$ cat config.mk
export PLATFORM = sky130hd
export DESIGN_NAME = palette_ram
export DESIGN_NICKNAME = d
export VERILOG_FILES = /design/src/rtl/palette_ram.sv
export SDC_FILE = /design/constraint.sdc
export NUM_CORES = 1
export LEC_CHECK = 0
export ABC_AREA = 1
export BUFFER_PORTS_ARGS = -buffer_cell sky130_fd_sc_hd__buf_2
export CORE_MARGIN = 2
export CORE_UTILIZATION = 56
export DETAILED_ROUTE_END_ITERATION = 7
export PLACE_DENSITY = 0.76
export SLEW_MARGIN = 20
export SYNTH_ARGS = -nofsm -noshare
export SYNTH_HDL_FRONTEND = slang
export SYNTH_SLANG_ARGS = --single-unit
$ cat constraint.sdc
create_clock -name Clk -period 1.1 [get_ports Clk]
set_clock_uncertainty 0.15 [all_clocks]
set_input_delay 0.165 -clock Clk [delete_from_list [all_inputs] [get_ports Clk]]
set_output_delay 0.165 -clock Clk [all_outputs]
set_load 0.01 [all_outputs]
$ cat src/rtl/palette_ram.sv
// Palette lookup RAM with one-cycle registered colour output and optional frame-based fade.
// Define PALETTE_FADE_EN to build in the brightness FSM and per-channel scaling multiplier.
module palette_ram #(
  parameter int NUM_ENTRIES = 16,
  parameter int COLOR_BITS  = 4,
  localparam int IW         = $clog2(NUM_ENTRIES)
) (
  input  logic                    Clk,
  input  logic                    Reset_n,
  input  logic                    we,
  input  logic [IW-1:0]           waddr,
  input  logic [3*COLOR_BITS-1:0] wdata,
  input  logic [IW-1:0]           index,
  input  logic                    pix_valid_in,
  input  logic                    fade_out_start,
  input  logic                    fade_in_start,
  input  logic                    frame_tick,
  output logic [COLOR_BITS-1:0]   red,
  output logic [COLOR_BITS-1:0]   green,
  output logic [COLOR_BITS-1:0]   blue,
  output logic                    pix_valid_out,
  output logic                    fade_busy,
  output logic                    fade_done
);

  localparam int CB = COLOR_BITS;
  localparam int DW = 3 * COLOR_BITS;

  logic [DW-1:0] r_pal [NUM_ENTRIES];
  logic [DW-1:0] w_entry_p0;
  logic [DW-1:0] w_rgb_p0;
  logic [DW-1:0] r_rgb_p1;
  logic          r_vld_p1;

  always_ff @(posedge Clk or negedge Reset_n) begin
    if (!Reset_n) begin
      for (int i = 0; i < NUM_ENTRIES; i++) r_pal[i] <= '0;
    end else if (we) begin
      r_pal[waddr] <= wdata;
    end
  end

  // A write landing on the entry being looked up is forwarded so the pixel sees the new colour.
  assign w_entry_p0 = (we && (waddr == index)) ? wdata : r_pal[index];

`ifdef PALETTE_FADE_EN
  localparam int BW = COLOR_BITS + 1;
  localparam int PW = 2 * COLOR_BITS;
  localparam logic [BW-1:0] B_FULL = {1'b1, {COLOR_BITS{1'b0}}};
  localparam logic [BW-1:0] B_ONE  = BW'(1);

  typedef enum logic [1:0] {S_IDLE, S_FADE_OUT, S_BLACK, S_FADE_IN} state_t;

  state_t        r_state, w_state_nxt;
  logic [BW-1:0] r_bright, w_bright_nxt;

  function automatic logic [CB-1:0] scale(input logic [CB-1:0] c, input logic [BW-1:0] b);
    logic [PW-1:0] prod;
    prod = PW'(c) * PW'(b);
    return prod[PW-1:CB];
  endfunction

  always_ff @(posedge Clk or negedge Reset_n) begin
    if (!Reset_n) begin
      r_state  <= S_IDLE;
      r_bright <= B_FULL;
    end else begin
      r_state  <= w_state_nxt;
      r_bright <= w_bright_nxt;
    end
  end

  // Start commands take priority over frame_tick, so brightness never steps on a transition edge.
  always_comb begin
    w_state_nxt  = r_state;
    w_bright_nxt = r_bright;
    case (r_state)
      S_IDLE: begin
        w_bright_nxt = B_FULL;
        if (fade_out_start) w_state_nxt = S_FADE_OUT;
      end
      S_FADE_OUT: begin
        if (fade_in_start && !fade_out_start) begin
          w_state_nxt = S_FADE_IN;
        end else if (frame_tick) begin
          if (r_bright <= B_ONE) begin
            w_bright_nxt = '0;
            w_state_nxt  = S_BLACK;
          end else begin
            w_bright_nxt = r_bright - B_ONE;
          end
        end
      end
      S_BLACK: begin
        w_bright_nxt = '0;
        if (fade_in_start) w_state_nxt = S_FADE_IN;
      end
      S_FADE_IN: begin
        if (fade_out_start) begin
          w_state_nxt = S_FADE_OUT;
        end else if (frame_tick) begin
          if (r_bright >= (B_FULL - B_ONE)) begin
            w_bright_nxt = B_FULL;
            w_state_nxt  = S_IDLE;
          end else begin
            w_bright_nxt = r_bright + B_ONE;
          end
        end
      end
      default: begin
        w_state_nxt  = S_IDLE;
        w_bright_nxt = B_FULL;
      end
    endcase
  end

  assign w_rgb_p0  = {scale(w_entry_p0[DW-1:2*CB], r_bright),
                      scale(w_entry_p0[2*CB-1:CB], r_bright),
                      scale(w_entry_p0[CB-1:0],    r_bright)};
  assign fade_busy = (r_state == S_FADE_OUT) || (r_state == S_FADE_IN);
  assign fade_done = (r_state == S_BLACK);
`else
  logic w_unused;
  assign w_unused  = &{1'b0, fade_out_start, fade_in_start, frame_tick};
  assign w_rgb_p0  = w_entry_p0;
  assign fade_busy = 1'b0;
  assign fade_done = 1'b0;
`endif

  // ---- stage p0 -> p1: registered colour, held while no valid pixel ----
  always_ff @(posedge Clk or negedge Reset_n) begin
    if (!Reset_n) begin
      r_rgb_p1 <= '0;
      r_vld_p1 <= 1'b0;
    end else begin
      r_vld_p1 <= pix_valid_in;
      if (pix_valid_in) r_rgb_p1 <= w_rgb_p0;
    end
  end

  assign red           = r_rgb_p1[DW-1:2*CB];
  assign green         = r_rgb_p1[2*CB-1:CB];
  assign blue          = r_rgb_p1[CB-1:0];
  assign pix_valid_out = r_vld_p1;

endmodule

==> flow_results.org <==
** Pwr
- Switching fraction of total power :: 30.1%
- Share of power burned in the clock network :: 32.4%
- Share of power burned in registers :: 44.9%
- Power per cell area :: 1720 nW/um2
- Overall power consumption :: 0.0221 W
- Power Internal :: 0.0155 W
- Per report_power, the combinational group accounts for 22.7% of the total.
- Across the VDD grid, the largest voltage drop is 0.00153 V.
- Switching pwr :: 0.00664 W
- Cell leakage power :: 6.43 nW

** Die
- Row Count :: 49
- Width of the chip :: 138 um
- Core box area :: 17800 um2
- Die footprint :: 19100 um2
- The die is 138 um tall.
- During I/O placement, the number of pins put on the boundary was 42.
- Effective utilization at floorplan :: 56.7%

** GRT
- GRT Residual Overflow :: 0
- Maximum number of pins on one net before global-route repair :: 40
- Across every metal layer, demand over resource in global routing totals 31.0%.
- Number of global-route vias before repair :: 9320
- Initial antenna violation count :: 0
- The first global-routing pass estimated 48400 um of wire.

** CTS
- In this run, CTS created clock tree buffers numbering 22.
- In this run the number of H-tree levels came out at 1.
- The clock reaches the later pin of the worst-skew pair after 510 ps.
- The tree is rooted in a clkbuf_16.
- Clock-pin slew reported for the worst setup and hold paths after clock tree synthesis :: 60 ps
- Count of clock tree sinks :: 205
- Hold repair after CTS inserted 14 buffers.
- Clock tree from TritonCTS :: yes
- Clock Path Buffers :: 3

** Timing
- Maximum achievable frequency :: 0.724 GHz
- The final-report hold violation count is 12.
- In the final timing run, aggregate negative setup slack is -4920 ps.
- The final max-slew violation count is 0.
- Total of endpoints with negative setup slack in the final report :: 25
- RSZ-0062 raised after global routing :: true
- Across all setup checks in the final design, the least slack found is -281 ps.
- After layout, the worst path uses 126% of the clock period.
- Hold slack :: -31.5 ps
- The worst path in the final design needs a cycle of 1380 ps, including I/O delays and setup.

** Yosys
- The synthesized design contains 0 enable-type register cells.
- The cell count after synthesis came out at 1345.
- After synthesis, the mean cell area works out to 7.49 um2.
- Ranking of synthesized cells by area :: dfrtp_1 51%, nand2_1 17%, o21ai_0 9.6%
- Count leader, synth :: nand2_1
- Mapped cell area :: 10100 um2
- After synthesis, the largest area contributor takes up 50.9% of total cell area.
- Number of storage elements in the synthesis netlist :: 205
- Main flop type after synthesis :: dfrtp_1
- Commonest cells in the netlist :: 467 x nand2_1, 205 x dfrtp_1, 193 x o21ai_0
- In the synthesized netlist the async set-or-reset flop fraction comes to 100%.
- In this run, distinct cell masters in the synthesized netlist total 20.
- The synthesized design spends more area on one cell type than any other, namely dfrtp_1.
- Yosys warning count :: 0
- Fraction of the yosys area taken by sequential cells :: 50.9%

** Routing
- Overall routed net length :: 29400 um
- The routed layout has 9422 vias.
- Number of vias per cell :: 5.54
- The detail route stage leaves a number of antenna-violating nets equal to 0.
- The first TritonRoute pass finished after 7 iterations.
- Drt drc :: 0
- Routed wire length per instance :: 17.3 um
- Initial detailed-routing violation count :: 1109

** Run status
- The checks that failed: negative hold slack, negative setup slack.
- The flow ran to the end, but the final reports show violations.

** Min path
- The worst hold path belongs to the class in2async.

** Critical path
- Arrival time reported for the critical path endpoint :: 1070 ps
- The cell family contributing the most delay on the critical path is flip-flops.
- Slowest library cell on the worst path :: dfrtp_1
- STA classifies the critical path endpoint as an output port.
- Critical path cell sequence :: buf_2
- Nature of the critical path startpoint :: flop
- Startpoint of the worst-slack reg-to-reg timing path :: r_pal[85]
- STA puts the critical path data required time at 780 ps.
- Delay of the slowest cell on the worst path :: 410 ps
- Worst-path maximum fanout :: 2
- The most critical setup path has its startpoint at r_rgb_p1[6].
- The setup path with the least slack is of type reg2out.
- Counting both buffers and inverters, the worst setup path holds a total of 1.

** Placement
- Summed over all nets, the half-perimeter wirelength after detailed placement is 18800 um.
- During placement, the flow inserted port buffers numbering 36.
- Summing all placed instances gives a cell area of 11200 um2.
- Setup Slack @ Placement :: -416 ps
- Final RePlAce weighted congestion :: 0.911

** Final layout
- Count of filler cells inserted in the layout :: 1247
- Antenna diode count :: 0
- Compared with the post-synthesis result, the final layout area differs by 27.3%.
- At the end of the flow, the number of nets in the layout was 1484.
- Fraction of final layout cells with drive strength greater than 1 :: 22.6%
- The finished cells cover 12800 um2.

** Run
- The tool flagged a number of max-cap violations equal to 0.
## cells by family after synthesis
group           share of synthesized area, %
compound gates                          9.69
xor+xnor                              0.0870
buf+inv                                 10.5
flops                                   50.9
other cells                           0.0372
simple gates                            28.7
## power groups by stage
stage	sequential (W)	combinational (W)	clock [W]
finish	0.00991	0.00502	0.00716
global route	0.0101	0.00568	0.00753
CTS	0.00987	0.00456	0.00720
detailed placement	0.00997	0.00414	0
global placement	0.00989	0.00401	0
floorplan	0.00980	0.00267	0
## timing repair
| action | 4_1_cts | 5_1_grt |
|---|---|---|
| pin swaps | 36 | 39 |
| endpoints found under the setup margin | 25 | 68 |
| gates resized for setup | 64 | 93 |
| buffers inserted | 14 | 19 |
| endpoints found under the hold margin | 295 | 12 |
## flip-flops by register name, indices dropped and copies added (netlist names)
| name | cells |
|---|---|
| pix_valid_out | 1 |
| r_pal | 192 |
| r_rgb_p1 | 12 |
## metrics by stage
stage,std cells,util (%)
5_1_grt,1701,72.1
6_report,1701,72.1
2_1_floorplan,1346,-
3_3_place_gp,1615,63.0
3_5_place_dp,1615,63.0
4_1_cts,1682,70.0
## placed cells by master (no fill, tap or decap), drive strengths merged
master	instances
o21ai	195
buf	157
clkbuf	39
conb	2
dlygate4sd3	14
nor2	89
nand3	144
xor2	1
nand2	469
inv	144
dfrtp	205
clkinv	5
clkinvlp	8
## metal layers
metal	routed length [um]	vias to the layer above	share of wire, %	global-route usage [%]
met1	12500	4489	42	44.0
met2	13600	466	46	48.5
met4	792	0	2.7	10.7
met5	0	-	0	0
li1	-	4400	-	-
met3	2570	67	8.7	5.78
## layout make-up
class                           count  area (um2)  area share [%]
Clock buffer                       34         667            5.20
Clock inverter                      5        27.5           0.215
Inverter                          152         607            4.73
Multi-Input combinational cell    900        4380            34.1
Sequential cell                   205        5130            40.0
Tap cell                          229         287            2.23
Timing Repair Buffer              176        1730            13.5
## worst paths after layout
path	to	slack, ps	cells after the start
worst max-delay path	green[2]	-280	1
max in group asynchronous	pix_valid_out	360	3
worst min-delay path	r_pal[182]	-30	2
worst max register to register	r_rgb_p1[1]	-160	8
worst min register to register	r_pal[47]	340	2
min in group Clk	r_pal[190]	110	5
Note: power is estimated with default switching activity, not from simulation.
